File: src/rtl/lap_stopwatch_if.sv
// Button inputs and display/status outputs of the lap stopwatch.
// DIGITS must match the stopwatch instance it connects to.
interface lap_stopwatch_if #(
  parameter int DIGITS = 4
);
  logic                  start_stop;
  logic                  lap;
  logic [7*DIGITS-1:0]   seg;
  logic                  running;
  logic                  held;
  logic                  overflow;

  modport master (output start_stop, lap, input seg, running, held, overflow);
  modport slave  (input start_stop, lap, output seg, running, held, overflow);
endinterface

File: src/rtl/lap_stopwatch.sv
// Decimal run/stop stopwatch with registered active-low 7-segment outputs.
// Optional lap-hold display freeze is built when macro LAP_HOLD_EN is defined.
module lap_stopwatch #(
  parameter int DIGITS   = 4,
  parameter int TICK_DIV = 500000,
  parameter int MS_MOD   = 6
)(
  input  logic           clock,
  input  logic           reset,
  lap_stopwatch_if.slave bus
);

  localparam int              PW      = $clog2(TICK_DIV);
  localparam logic [PW-1:0]   PRE_MAX = PW'(TICK_DIV - 1);
  localparam logic [3:0]      MS_MAX  = 4'(MS_MOD - 1);

  typedef enum logic {ST_STOP, ST_RUN} state_t;

  state_t                  r_state;
  logic                    r_running;
  logic [1:0]              r_ss_sync;
  logic                    r_ss_prev;
  logic [2:0]              r_fill;
  logic                    w_ss_edge;
  logic [PW-1:0]           r_presc;
  logic                    w_tick;
  logic [DIGITS-1:0][3:0]  r_digit;
  logic [DIGITS-1:0][3:0]  w_digit_nxt;
  logic [DIGITS-1:0][3:0]  w_disp;
  logic                    w_wrap;
  logic                    r_ovf;
  logic                    w_held;
  logic [7*DIGITS-1:0]     r_seg;

  function automatic logic [6:0] seg_pat(input logic [3:0] d);
    case (d)
      4'd0:    seg_pat = 7'b1111110;
      4'd1:    seg_pat = 7'b0110000;
      4'd2:    seg_pat = 7'b1101101;
      4'd3:    seg_pat = 7'b1111001;
      4'd4:    seg_pat = 7'b0110011;
      4'd5:    seg_pat = 7'b1011011;
      4'd6:    seg_pat = 7'b1011111;
      4'd7:    seg_pat = 7'b1110000;
      4'd8:    seg_pat = 7'b1111111;
      4'd9:    seg_pat = 7'b1111011;
      default: seg_pat = 7'b0000000;
    endcase
  endfunction

  // r_fill masks edges until the synchronizer holds only post-reset samples,
  // so a button held through reset release does not toggle anything.
  always_ff @(posedge clock) begin
    if (reset) begin
      r_ss_sync <= '0;
      r_ss_prev <= 1'b0;
      r_fill    <= '0;
    end else begin
      r_ss_sync <= {r_ss_sync[0], bus.start_stop};
      r_ss_prev <= r_ss_sync[1];
      r_fill    <= {r_fill[1:0], 1'b1};
    end
  end

  assign w_ss_edge = r_fill[2] & r_ss_sync[1] & ~r_ss_prev;
  assign w_tick    = (r_state == ST_RUN) && (r_presc == PRE_MAX);

  // Ripple-carry BCD increment; carry out of the top digit means full-scale wrap.
  always_comb begin
    logic c;
    c           = w_tick;
    w_digit_nxt = r_digit;
    for (int k = 0; k < DIGITS; k++) begin
      if (c) begin
        if (r_digit[k] == ((k == DIGITS - 1) ? MS_MAX : 4'd9)) begin
          w_digit_nxt[k] = 4'd0;
        end else begin
          w_digit_nxt[k] = r_digit[k] + 4'd1;
          c              = 1'b0;
        end
      end
    end
    w_wrap = c;
  end

  always_ff @(posedge clock) begin
    if (reset) begin
      r_state   <= ST_STOP;
      r_running <= 1'b0;
    end else if (w_ss_edge) begin
      r_state   <= (r_state == ST_RUN) ? ST_STOP : ST_RUN;
      r_running <= (r_state != ST_RUN);
    end
  end

  always_ff @(posedge clock) begin
    if (reset) begin
      r_presc <= '0;
      r_digit <= '0;
      r_ovf   <= 1'b0;
    end else begin
      if (r_state == ST_RUN)
        r_presc <= w_tick ? '0 : r_presc + 1'b1;
      r_digit <= w_digit_nxt;
      if (w_wrap)
        r_ovf <= 1'b1;
    end
  end

`ifdef LAP_HOLD_EN
  logic [1:0]              r_lap_sync;
  logic                    r_lap_prev;
  logic                    w_lap_edge;
  logic                    r_held;
  logic [DIGITS-1:0][3:0]  r_snap;

  always_ff @(posedge clock) begin
    if (reset) begin
      r_lap_sync <= '0;
      r_lap_prev <= 1'b0;
    end else begin
      r_lap_sync <= {r_lap_sync[0], bus.lap};
      r_lap_prev <= r_lap_sync[1];
    end
  end

  assign w_lap_edge = r_fill[2] & r_lap_sync[1] & ~r_lap_prev;

  // Snapshot takes the pre-tick count when a tick lands in the same cycle.
  always_ff @(posedge clock) begin
    if (reset) begin
      r_held <= 1'b0;
      r_snap <= '0;
    end else if (w_lap_edge) begin
      if (r_held) begin
        r_held <= 1'b0;
      end else if (r_state == ST_RUN) begin
        r_held <= 1'b1;
        r_snap <= r_digit;
      end
    end
  end

  assign w_held = r_held;
  assign w_disp = r_held ? r_snap : r_digit;
`else
  logic w_lap_unused;
  assign w_lap_unused = bus.lap;
  assign w_held       = 1'b0;
  assign w_disp       = r_digit;
`endif

  always_ff @(posedge clock) begin
    if (reset) begin
      r_seg <= {DIGITS{7'b0000001}};
    end else begin
      for (int k = 0; k < DIGITS; k++)
        r_seg[7*k +: 7] <= ~seg_pat(w_disp[k]);
    end
  end

  assign bus.seg      = r_seg;
  assign bus.running  = r_running;
  assign bus.held     = w_held;
  assign bus.overflow = r_ovf;

endmodule

File: src/flat_wrapper.sv
// flat-port wrapper written by rule: the top's interface ports become plain ports
module lap_stopwatch_flat 
#(
  parameter int DIGITS   = 4,
  parameter int TICK_DIV = 500000,
  parameter int MS_MOD   = 6
)
  (clock, reset, bus_start_stop, bus_lap, bus_seg, bus_running, bus_held, bus_overflow);
  lap_stopwatch_if #(.DIGITS(DIGITS)) bus_i ();
  input  logic clock;
  input  logic reset;
  input wire logic [$bits(bus_i.start_stop)-1:0] bus_start_stop;
  input wire logic [$bits(bus_i.lap)-1:0] bus_lap;
  output wire logic [$bits(bus_i.seg)-1:0] bus_seg;
  output wire logic [$bits(bus_i.running)-1:0] bus_running;
  output wire logic [$bits(bus_i.held)-1:0] bus_held;
  output wire logic [$bits(bus_i.overflow)-1:0] bus_overflow;
  assign bus_i.start_stop = bus_start_stop;
  assign bus_i.lap = bus_lap;
  assign bus_seg = bus_i.seg;
  assign bus_running = bus_i.running;
  assign bus_held = bus_i.held;
  assign bus_overflow = bus_i.overflow;
  lap_stopwatch #(.DIGITS(DIGITS), .TICK_DIV(TICK_DIV), .MS_MOD(MS_MOD)) u_core (.clock(clock), .reset(reset), .bus(bus_i));
endmodule
File: config.mk
export PLATFORM = sky130hd
export DESIGN_NAME = lap_stopwatch_flat
export DESIGN_NICKNAME = d
export VERILOG_FILES = /design/src/rtl/lap_stopwatch_if.sv /design/src/rtl/lap_stopwatch.sv /design/src/flat_wrapper.sv
export SDC_FILE = /design/constraint.sdc
export NUM_CORES = 1
export LEC_CHECK = 0
export ABC_AREA = 1
export CELL_PAD_IN_SITES_DETAIL_PLACEMENT = 1
export CELL_PAD_IN_SITES_GLOBAL_PLACEMENT = 1
export CORE_MARGIN = 1.5
export CORE_UTILIZATION = 40
export CTS_BUF_LIST = sky130_fd_sc_hd__clkbuf_2 sky130_fd_sc_hd__clkbuf_4 sky130_fd_sc_hd__clkbuf_8
export CTS_CLUSTER_SIZE = 12
export DETAILED_ROUTE_END_ITERATION = 8
export PLACE_DENSITY_LB_ADDON = 0.05
export SLEW_MARGIN = 20
export SYNTH_ARGS = -nofsm -noshare
export SYNTH_HDL_FRONTEND = slang
export SYNTH_SLANG_ARGS = --single-unit
File: constraint.sdc
create_clock -name clock -period 2.2 [get_ports clock]
set_clock_uncertainty 0.05 [all_clocks]
set_input_delay 0.33 -clock clock [delete_from_list [all_inputs] [get_ports clock]]
set_output_delay 0.33 -clock clock [all_outputs]
set_load 0.01 [all_outputs]
==> flow_summary.yaml, run 1 <==
floorplan:
  std_cell_rows: 38
  die_area_um2: 11600
  design.core.area_um2: 10800
  start_util: 0.408
  ios: 35
  die_y_um: 108
  die_width_um: 108
clock_network:
  cts_tree: "done"
  clock_sinks: 99
  clock_path_buffers: 2
  clk_pin_slew_ns: 0.10
  cts_made_buffers: 9
  clkLatencyLatePin_ns: 0.38
  htree_levels: 3
  root_buffer: "clkbuf_8"
synth:
  yosysMostFrequentCell: "nand2_1"
  synth_nets: 587
  ys_seq_elements: 99
  yosysSeqAreaShare: 0.451
  avgSynthCellArea_um2: 7.88
  synth.distinct_cells: 49
  synth-warning-count: 0
  synth_top_area_share: 0.451
  yosys.area.top_type: "dfxtp_1"
  yosys-top-cells-area: "dfxtp_1, nand2_1, ha_1"
  synth_common_cells: "nand2_1, dfxtp_1, inv_1"
  synth-edff-count: 0
  syn_area_um2: 4400
  synthCells: 558
  synth_ff_type: "dfxtp_1"
  async_reset_ff_frac: 0
critical_path:
  crit_top_cell: "nand2_1"
  worstPathMaxFanout: 7
  arrival_ns: 2.49
  slowest_stage: "dfxtp_1"
  crit_required_ns: 2.48
  end_kind: "flop"
  crit_family: "simple AND/OR/NAND/NOR gates"
  crit_type: "reg2reg"
  path_cells: "inv_1 > or2_2 > nor2_8 > nand4_4 > inv_4 > a21oi_2 > nand2_2 > inv_2 > ha_1 > inv_1 > nand4_1 > nand2_1 > nand2_1 > nand2_1"
  path_buf_inv: 4
  max_stage_delay_ns: 0.37
  r2r_slack_ns: -0.01
  crit_path_start_kind: "flop"
global_routing:
  grt_pass1_wl_um: 17400
  overflow: 0
  grt_pass1_vias: 3842
  antenna_found_initial: 0
  grt_max_degree: 32
  track_usage: 0.191
layout:
  layout-drive-gt1-share: 0.313
  final_cells: 807
  stdcell_area_um2: 6030
  n_fill_cell: 1289
  syn_to_final_growth_pct: 37.0
  antennaDiodeCount: 0
  nNetsFinal: 691
detailed_routing:
  routedWlPerCell_um: 13.3
  routed_wl_um: 10700
  drc: 0
  drtIter0Drc: 66
  viasPerCell: 4.73
  drtPass1Iterations: 4
  postRouteAntennaNets: 0
  vias: 3815
timing:
  finalCriticalPeriod_ns: 2.21
  setup_viol: 1
  rsz0062_at_grt: "true"
  period_share: 1.01
  setup_ws_ns: -0.0137
  fmaxAchievable_mhz: 452
  slew_violations: 0
  hold_viol_final: 0
outcome:
  status: "complete, but fails checks"
  violations: "setup timing"
place:
  place_ws_ns: -0.0994
  gp_congestion: 0.778
  portBuffers: 32
  placed_cell_area_um2: 5250
  hpwl_um: 7480
  placed_cells: 773
hold_path:
  hold_path_class: "in2reg"
power:
  vdd_drop_max_mv: 0.546
  leakagePower_uw: 0.00272
  power_uw: 3300
  powerDensity_nw_per_um2: 547
job:
  maxCapViolCount: 0
-- cells in the final DEF, fill, tap and decap left out, types with 3 or more instances in the layout --
cell             count
a21oi_1             18
buf_4               61
buf_6               10
bufinv_16            3
clkbuf_8            10
clkdlybuf4s50_1     31
dfxtp_1             95
dfxtp_2              4
ha_1                10
ha_2                 6
ha_4                 9
inv_1               57
inv_2               19
inv_4                4
nand2_1            121
nand2_2             19
nand2_4              9
nand3_1             14
nand3_2              8
nand3_4              8
nand4_1             16
nor2_1              59
nor2_2               7
nor2_4               6
nor3_1               8
o21ai_0              8
o21ai_1              5
o21ai_2              4
xor2_1               3
-- metrics by stage --
step | hold WS [ns] | TNS [ns] | util
final | 0.184 | -0.0137 | 0.558
after global routing | 0.189 | -2.00 | 0.558
after CTS | 0.170 | -0.00352 | 0.517
after detailed placement | 0.309 | -0.512 | 0.487
after global placement | 0.303 | -0.105 | 0.487
after floorplan | 0.302 | -0.00544 | -
-- power by group --
part,switching [uW],internal (uW),leakage (uW)
clock network,651,788,0.000123
logic,41.7,18.6,0.00179
registers,1.99,1800,0.000802
-- logic make-up after synthesis --
| kind of cell | share of synthesized area |
|---|---|
| AND/OR/NAND/NOR | 0.329 |
| flip-flops | 0.451 |
| buffers and inverters | 0.0833 |
| AO/OA/AOI/OAI | 0.0589 |
| adder cells (fa/ha/maj) | 0.0711 |
| XOR/XNOR | 0.00597 |
| other | 0.000852 |
-- layer usage --
layer	part of all wire	global-route usage	vias up	wire (um)
met4	0.018	0.0780	0	192
li1	-	-	1957	-
met5	0	0	-	0
met3	0.034	0.0527	13	361
met2	0.51	0.336	36	5490
met1	0.44	0.217	1809	4660
-- what timing repair did --
action / 4_1_cts / 5_1_grt
resized for setup: 10 / 95
setup buffers: 4 / 18
endpoints found under the setup margin: 22 / 29
hold buffers: 0 / 0
pin swaps: 8 / 47
-- layout make-up --
class                      instances  area, um^2  area share
multi-input combinational        367        2400       0.398
sequential                        99        1990       0.330
timing repair buffer             103         886       0.147
inverter                          82         328      0.0544
tap                              140         175      0.0291
clock buffer                      10         138      0.0228
clock inverter                     6         111      0.0185
-- worst paths after layout --
kind / start / cells past startpoint / to
max: u_core.r_digit[4] / 14 / flop
min: reset / 2 / u_core.r_digit[9]
max reg2reg: u_core.r_digit[4] / 14 / flop
min reg2reg: flop / 1 / u_core.bus.seg[7]
Power figures use the tool's default switching activity.
==> run 2: changes to the inputs <==
- GPL_ROUTABILITY_DRIVEN: default -> 0
==> results of run 2 <==
No change in the layout: final DEF, timing and power equal those of run 1.
==> run 3: changes to the inputs <==
- CAP_MARGIN: default -> 5
==> results of run 3 <==
No change in the layout: final DEF, timing and power equal those of run 1.
